## config.mk

```make
export PLATFORM = sky130hd
export DESIGN_NAME = ifetch_prefetch
export DESIGN_NICKNAME = d
export VERILOG_FILES = /design/src/rtl/ifetch_prefetch.sv
export SDC_FILE = /design/constraint.sdc
export NUM_CORES = 1
export LEC_CHECK = 0
export CORE_UTILIZATION = 60
export DETAILED_ROUTE_END_ITERATION = 10
export GPL_TIMING_DRIVEN = 0
export HOLD_SLACK_MARGIN = 0.03
export PLACE_DENSITY = 0.82
export SLEW_MARGIN = 0
export SYNTH_ARGS = -nofsm -noshare
export SYNTH_HDL_FRONTEND = slang
export SYNTH_SLANG_ARGS = --single-unit
```

## constraint.sdc

```tcl
create_clock -name clk -period 6.05 [get_ports clk]
set_input_delay 1.5125 -clock clk [delete_from_list [all_inputs] [get_ports clk]]
set_output_delay 1.5125 -clock clk [all_outputs]
set_load 0.02 [all_outputs]
```

## src/rtl/ifetch_prefetch.sv

```systemverilog
// Sequential instruction fetch with an in-order icache tag FIFO and a prefetch queue to decode.
// Redirects kill queued entries and count outstanding responses to drop.
module ifetch_prefetch #(
    parameter int unsigned XLEN       = 32,
    parameter int unsigned ILEN       = 32,
    parameter int unsigned FIFO_DEPTH = 4,
    parameter int unsigned PC_STEP    = 4
) (
    input  logic            clk,
    input  logic            reset,
    input  logic [XLEN-1:0] reset_adr_i,
    output logic            icache_req_o,
    output logic [XLEN-1:0] icache_adr_o,
    input  logic            icache_gnt_i,
    input  logic            icache_rsp_v_i,
    input  logic [ILEN-1:0] icache_instr_i,
    input  logic            flush_v_i,
    input  logic [XLEN-1:0] pc_data_q_i,
    output logic            dec_valid_o,
    input  logic            dec_ready_i,
    output logic [ILEN-1:0] instr_q_o,
    output logic [XLEN-1:0] pc_q_o
);
    localparam int unsigned AW = $clog2(FIFO_DEPTH);
    localparam int unsigned CW = AW + 1;
    localparam logic [CW:0] DepthW = (CW + 1)'(FIFO_DEPTH);
    localparam logic [CW-1:0] DepthC = CW'(FIFO_DEPTH);

    typedef enum logic [1:0] {StBoot, StFetch, StFull} state_e;

    state_e state_q, state_d;
    logic [XLEN-1:0] fetch_pc_q, fetch_pc_d;
    logic [CW-1:0] in_flight_q, in_flight_d;
    logic [CW-1:0] drop_q, drop_d;
    logic [CW-1:0] count_q;
    logic [AW-1:0] wr_ptr_q, rd_ptr_q, tag_wr_q, tag_rd_q;

    logic [ILEN-1:0] instr_mem [FIFO_DEPTH];
    logic [XLEN-1:0] pc_mem    [FIFO_DEPTH];
    logic [XLEN-1:0] tag_mem   [FIFO_DEPTH];

    logic [CW:0] used;
    logic credit_ok, flush, accept, rsp_take, push, pop;

    // Credits cover both queued entries and responses still owed by the icache.
    assign used      = {1'b0, in_flight_q} + {1'b0, count_q};
    assign credit_ok = used < DepthW;
    assign flush     = flush_v_i && (state_q != StBoot);

    assign icache_req_o = (state_q == StFetch) && credit_ok && !flush_v_i && !reset;
    assign icache_adr_o = fetch_pc_q;
    assign accept       = icache_req_o && icache_gnt_i;
    assign rsp_take     = icache_rsp_v_i && (in_flight_q != '0);
    assign push         = rsp_take && (drop_q == '0) && !flush && !reset;
    assign pop          = dec_valid_o && dec_ready_i;

    assign dec_valid_o = (count_q != '0) && !reset;
    assign instr_q_o   = dec_valid_o ? instr_mem[rd_ptr_q] : '0;
    assign pc_q_o      = dec_valid_o ? pc_mem[rd_ptr_q] : '0;

    always_comb begin
        state_d    = state_q;
        fetch_pc_d = fetch_pc_q;
        unique case (state_q)
            StBoot: begin
                state_d    = StFetch;
                fetch_pc_d = reset_adr_i;
            end
            StFetch: if (!credit_ok) state_d = StFull;
            StFull:  if (credit_ok) state_d = StFetch;
            default: state_d = StBoot;
        endcase
        if (accept) fetch_pc_d = fetch_pc_q + XLEN'(PC_STEP);
        if (flush) begin
            fetch_pc_d = pc_data_q_i;
            state_d    = StFetch;
        end
    end

    always_comb begin
        in_flight_d = in_flight_q + CW'(accept) - CW'(rsp_take);
        drop_d      = drop_q;
        if (icache_rsp_v_i && (drop_q != '0)) drop_d = drop_q - 1'b1;
        // Everything still outstanding after this cycle belongs to the old path.
        if (flush) drop_d = in_flight_d;
    end

    always_ff @(posedge clk) begin
        if (reset) begin
            state_q     <= StBoot;
            fetch_pc_q  <= '0;
            in_flight_q <= '0;
            drop_q      <= in_flight_d;
            count_q     <= '0;
            wr_ptr_q    <= '0;
            rd_ptr_q    <= '0;
            tag_wr_q    <= '0;
            tag_rd_q    <= '0;
        end else begin
            state_q     <= state_d;
            fetch_pc_q  <= fetch_pc_d;
            in_flight_q <= in_flight_d;
            drop_q      <= drop_d;
            if (accept)   tag_wr_q <= tag_wr_q + 1'b1;
            if (rsp_take) tag_rd_q <= tag_rd_q + 1'b1;
            if (flush) begin
                count_q  <= '0;
                wr_ptr_q <= '0;
                rd_ptr_q <= '0;
            end else begin
                count_q <= count_q + CW'(push) - CW'(pop);
                if (push) wr_ptr_q <= wr_ptr_q + 1'b1;
                if (pop)  rd_ptr_q <= rd_ptr_q + 1'b1;
            end
        end
    end

    always_ff @(posedge clk) begin
        if (accept) tag_mem[tag_wr_q] <= fetch_pc_q;
        if (push) begin
            instr_mem[wr_ptr_q] <= icache_instr_i;
            pc_mem[wr_ptr_q]    <= tag_mem[tag_rd_q];
        end
    end

    queue_no_overflow: assert property (@(posedge clk) disable iff (reset)
        !(push && !pop && (count_q == DepthC)));

endmodule

```

=== Word-level counts from Yosys, hierarchy flattened ===
Memory sizes are Yosys's and may differ from the RTL's. A register that Yosys moved wholly into a read port is not among the register bits.
Cells that the tools add are included.

* Memory bits (writable): 384
* Bits in registers: 51
* Memories: 3
* Bits in read-only memories: 0
* Bits in latches: 0

* Shift-type cells: 0
* Reduce and logical (&&, ||, !) cells: 26
* Equality and inequality tests: 6
* Order comparisons: 1
* Multipliers: 0
* Bitwise logic cells: 0
* Add/subtract/negate cells: 11
* Divide/modulo/power cells: 0
* Multiplexer cells: 22

{| class="wikitable"
|+ Memory list
! name !! depth !! bits a word !! rd ports !! clocked after memory_dff !! write ports !! line !! source
|-
| instr_mem || 4 || 32 || 1 || 1 || 1 || 38 || <nowiki>logic [ILEN-1:0] instr_mem [FIFO_DEPTH];</nowiki>
|-
| pc_mem || 4 || 32 || 1 || 1 || 1 || 39 || <nowiki>logic [XLEN-1:0] pc_mem [FIFO_DEPTH];</nowiki>
|-
| tag_mem || 4 || 32 || 1 || 1 || 1 || 40 || <nowiki>logic [XLEN-1:0] tag_mem [FIFO_DEPTH];</nowiki>
|}

{| class="wikitable"
|+ Operators by type and width
! kind !! number
|-
| $mux W32 || 5
|-
| $add A32 B3 Y32 const B || 1
|-
| $mux W2 || 8
|-
| $reduce_bool A3 Y1 || 5
|-
| $logic_and A1 B1 Y1 || 12
|-
| $mux W3 || 3
|-
| $add A2 B1 Y2 const B || 4
|-
| $add A3 B1 Y3 || 2
|-
| $ne A3 B3 Y1 const B || 2
|-
| $pmux W2 S3 || 1
|-
| $sub A3 B1 Y3 || 2
|-
| $mux W1 || 5
|-
| $add A3 B3 Y4 || 1
|-
| $lt A4 B3 Y1 const B || 1
|-
| $ne A2 B2 Y1 const B || 2
|-
| $reduce_and A2 Y1 || 2
|-
| $logic_not A1 Y1 || 3
|-
| $logic_not A3 Y1 || 1
|-
| $sub A3 B1 Y3 const B || 1
|-
| $eq A2 B1 Y1 const B || 1
|-
| $eq A2 B2 Y1 const B || 1
|-
| $logic_not A2 Y1 || 1
|-
| $reduce_bool A2 Y1 || 1
|-
| $reduce_or A2 Y1 || 1
|}

=== Longest topological paths before layout ===
* Depth after elaboration: 10
* Mapped depth: 14
* Depth with buffers taken out: 14

=== Least setup slack after synthesis ===
OpenSTA, ideal clock, no wires.

* Path kind: in2reg
* Start: input port icache_rsp_v_i
* End: memory instr_mem[0][0] (enable)
* Buffers on the path: 0
* Path slack: 1,763 ps
* Stages: 3
* Arrival: 3,858 ps
* Cells stage by stage: o31a_1 nor3b_1 and3_1

* Word-level cells in the longest chain between the ends: 6

{| class="wikitable"
|+ RTL lines
! element !! line !! source
|-
| start, declared || 15 || <nowiki>input logic icache_rsp_v_i,</nowiki>
|-
| $logic_and A1 B1 Y1 || 53 || <nowiki>assign rsp_take = icache_rsp_v_i && (in_flight_q != '0);</nowiki>
|-
| $logic_and A1 B1 Y1 (3 in a row) || 54 || <nowiki>assign push = rsp_take && (drop_q == '0) && !flush && !reset;</nowiki>
|-
| $mux W1 || 120 || <nowiki>if (push) begin</nowiki>
|-
| $mux W1 (implied by the code) || 121 || <nowiki>instr_mem[wr_ptr_q] <= icache_instr_i;</nowiki>
|-
| end, declared || 38 ||
|}

No other way between the ends.

=== Final worst setup path ===
* Start: input port reset
* End: output port instr_q_o[3]

* Word-level cells in the longest chain between the ends: 3

{| class="wikitable"
|+ RTL lines
! element !! line !! source
|-
| start, declared || 10 || <nowiki>input logic reset,</nowiki>
|-
| $logic_not A1 Y1 || 57 || <nowiki>assign dec_valid_o = (count_q != '0) && !reset;</nowiki>
|-
| $logic_and A1 B1 Y1 || 57 ||
|-
| $mux W32 || 58 || <nowiki>assign instr_q_o = dec_valid_o ? instr_mem[rd_ptr_q] : '0;</nowiki>
|-
| end, declared || 21 || <nowiki>output logic [ILEN-1:0] instr_q_o,</nowiki>
|}

No other way between the ends.

==> results.toml <==
[synth]
synthDistinctLibCells = 55
netlist_area_um2 = 17600
synth-async-reset-ratio = 0
synth_edf_count = 387
ys_seq_area_frac = 0.720
synthesis.nets = 1113
synthFlopType = "edfxtp_1"
ys.warnings.count = 0
syn_area_per_cell_um2 = 17.7
ys_ff_latch = 439
syn_inst = 992

[finish]
drive_gt1_frac = 0.154
stdcell_area_um2 = 21500
syn_to_final_growth_pct = 22.3
antennaDiodeCount = 0
nets = 1359

[global_route]
grt_pass1_vias = 10500
grt_use_met2 = 0.452
gr-usage-met1 = 0.367
use_met3 = 0.0408
busiest_layer = "met2"
grt_max_degree = 50
grt_pass1_wl_mm = 60.9
grt_usage = 0.272
antenna_found_initial = 1
overflow = 0

[min_path]
hold_class = "reg2reg"
hold_path_startpoint = "tag_wr_q[1]"

[clocking]
cts_num_sinks = 439
cts_buffers = 42
cts_buffer_depth = 3
holdBufCountCts = 0
cts-root-buf = "clkbuf_16"
post_cts_buffers = 0
clk_latency_ns = 0.53
clk_pin_slew_ns = 0.06
htreeDepth = 2
cts_tree = "built"
post_cts_resized = 0

[floorplan]
core_um2 = 28800
start_util = 0.611
fp.dieW_um = 173
rows = 62
die_area_um2 = 30000
die_height_um = 173
ioPinCount = 200

[timing]
max_freq_mhz = 172
tightest_slew_ns = 0.963
hold_viol = 0
fin_crit_sh = 0.959
maxSlewHeadroom = 0.358
setup-tns-final_ns = 0
setup_violations = 0
clock_skew_ns = 0.0140
grt_setup_unrepaired = "false"
period_minus_slack_ns = 5.80
drv_slew = 0
finalWorstSetupSlack_ns = 0.245

[setup_path]
worst_ep_required_time_ns = 4.54
end_kind = "output pin"
cp-start-kind = "input pin"
crit_type = "in2out"
arrival_ns = 4.29
reg2reg_from = "in_flight_q[2]"
critPathMaxFanout = 10
crit_start = "reset"

[detailed_routing]
drc = 0
viasPerCell = 6.08
finalWirelength_mm = 39.8
ant_nets = 0
drt-pass1-iter-count = 5
drt_iter0_drc = 1026
wire_per_inst_um = 24.1
route.vias.total = 10100

[placed_design]
place_area_um2 = 20200
hpwl_mm = 24.8
numPortBuffers = 198
finalWeightedCongestion = 0.913
place_ws_ns = 0.0443

[power_and_ir_drop]
powerDensity_nw_per_um2 = 335
vdd_ir_drop_max_mv = 0.203
p_leak_nw = 6.95

[outcome]
status = "finished, final reports clean"

[run]
maxCapViolCount = 0
==> routing by layer <==
layer,vias up,share of wire
met3,86,0.076
met2,522,0.50
met5,-,0
met1,5062,0.39
li1,4391,-
met4,0,0.033
==> area by class of cell <==
cell class | count | area (µm²)
buffer | 53 | 238
clock buffer | 59 | 1160
clock inverter | 18 | 170
fill | 1650 | 7260
inverter | 20 | 75.1
multi-input combinational | 480 | 4650
sequential | 439 | 12700
tap | 384 | 480
timing repair buffer | 202 | 2090
==> power by group <==
part / leakage, nW / internal [mW] / total, mW / switching (mW)
logic: 2.37 / 0.477 / 1.02 / 0.541
registers: 3.93 / 3.51 / 3.64 / 0.134
clock network: 0.639 / 1.47 / 2.54 / 1.08
total: 6.95 / 5.45 / 7.21 / 1.76
==> Yosys cell counts (all sizes together), types with 17 or more instances <==
| library cell | instances | share of area |
|---|---|---|
| ha | 17 | 0.012 |
| inv | 20 | 0.0043 |
| a21oi | 21 | 0.0060 |
| edfxtp | 387 | 0.66 |
| nand2 | 38 | 0.0081 |
| dfxtp | 52 | 0.059 |
| xnor2 | 19 | 0.0095 |
| and2 | 74 | 0.026 |
| buf | 25 | 0.0075 |
| clkbuf | 28 | 0.0060 |
| mux4 | 96 | 0.12 |
| nor2 | 55 | 0.012 |
==> logic make-up (layout without fill, tap and decap cells) <==
logic type | Yosys count | count (layout) | synth area share
AO/OA/AOI/OAI | 88 | 88 | 0.0343
AND/OR/NAND/NOR | 238 | 238 | 0.0713
flip-flops | 439 | 439 | 0.720
adder cells (fa/ha/maj) | 20 | 20 | 0.0149
multiplexers | 101 | 101 | 0.126
XOR/XNOR | 33 | 33 | 0.0164
buffers and inverters | 73 | 352 | 0.0177
==> cells in the final DEF, fill, tap and decap left out, types with 13 or more instances in the layout <==
| cell | count |
|---|---|
| edfxtp_1 | 387 |
| clkdlybuf4s50_1 | 198 |
| mux4_2 | 96 |
| and2_1 | 69 |
| nor2_1 | 55 |
| dfxtp_1 | 52 |
| clkbuf_16 | 43 |
| clkbuf_1 | 41 |
| nand2_1 | 38 |
| a21oi_1 | 21 |
| inv_1 | 20 |
| xnor2_1 | 19 |
| buf_2 | 18 |
| ha_1 | 17 |
| nand3_1 | 14 |
| xor2_1 | 14 |
| nor3_1 | 13 |
| o21ai_0 | 13 |
==> registers in the layout (all words and copies together) (netlist names), named ones only <==
register / cells
tag_wr_q: 2
pc_mem: 128
rd_ptr_q: 2
tag_rd_q: 2
instr_mem: 128
icache_adr_o: 32
state_q: 2
count_q: 3
drop_q: 3
in_flight_q: 3
tag_mem: 128
wr_ptr_q: 2
==> per-stage QoR <==
| stage | instances | hold WS (ns) | util | power [mW] |
|---|---|---|---|---|
| 2_1_floorplan | 992 | 0.469 | - | 4.29 |
| 3_3_place_gp | 1574 | 0.483 | 0.697 | 4.67 |
| 3_5_place_dp | 1578 | 0.496 | 0.702 | 4.71 |
| 4_1_cts | 1655 | 0.505 | 0.748 | 7.24 |
| 5_1_grt | 1655 | 0.539 | 0.748 | 7.44 |
| 6_report | 1655 | 0.500 | 0.748 | 7.21 |
==> critical path, cell delays in order <==
cell and delay [ns]:
clkdlybuf4s50_1 0.44, clkbuf_1 0.31, nor2_1 0.39, clkbuf_2 0.37
clkbuf_1 0.42, and2_1 0.20, clkdlybuf4s50_1 0.62
==> worst paths after layout <==
| path | end | slack [ns] | cells after the start |
|---|---|---|---|
| worst min-delay path | tag_wr_q[1] | 0.50 | 2 |
| worst min register to register | tag_wr_q[1] | 0.50 | 2 |
| worst max-delay path | instr_q_o[3] | 0.25 | 7 |
| worst max register to register | drop_q[2] | 2.43 | 14 |
(Power assumes the default switching activity.)
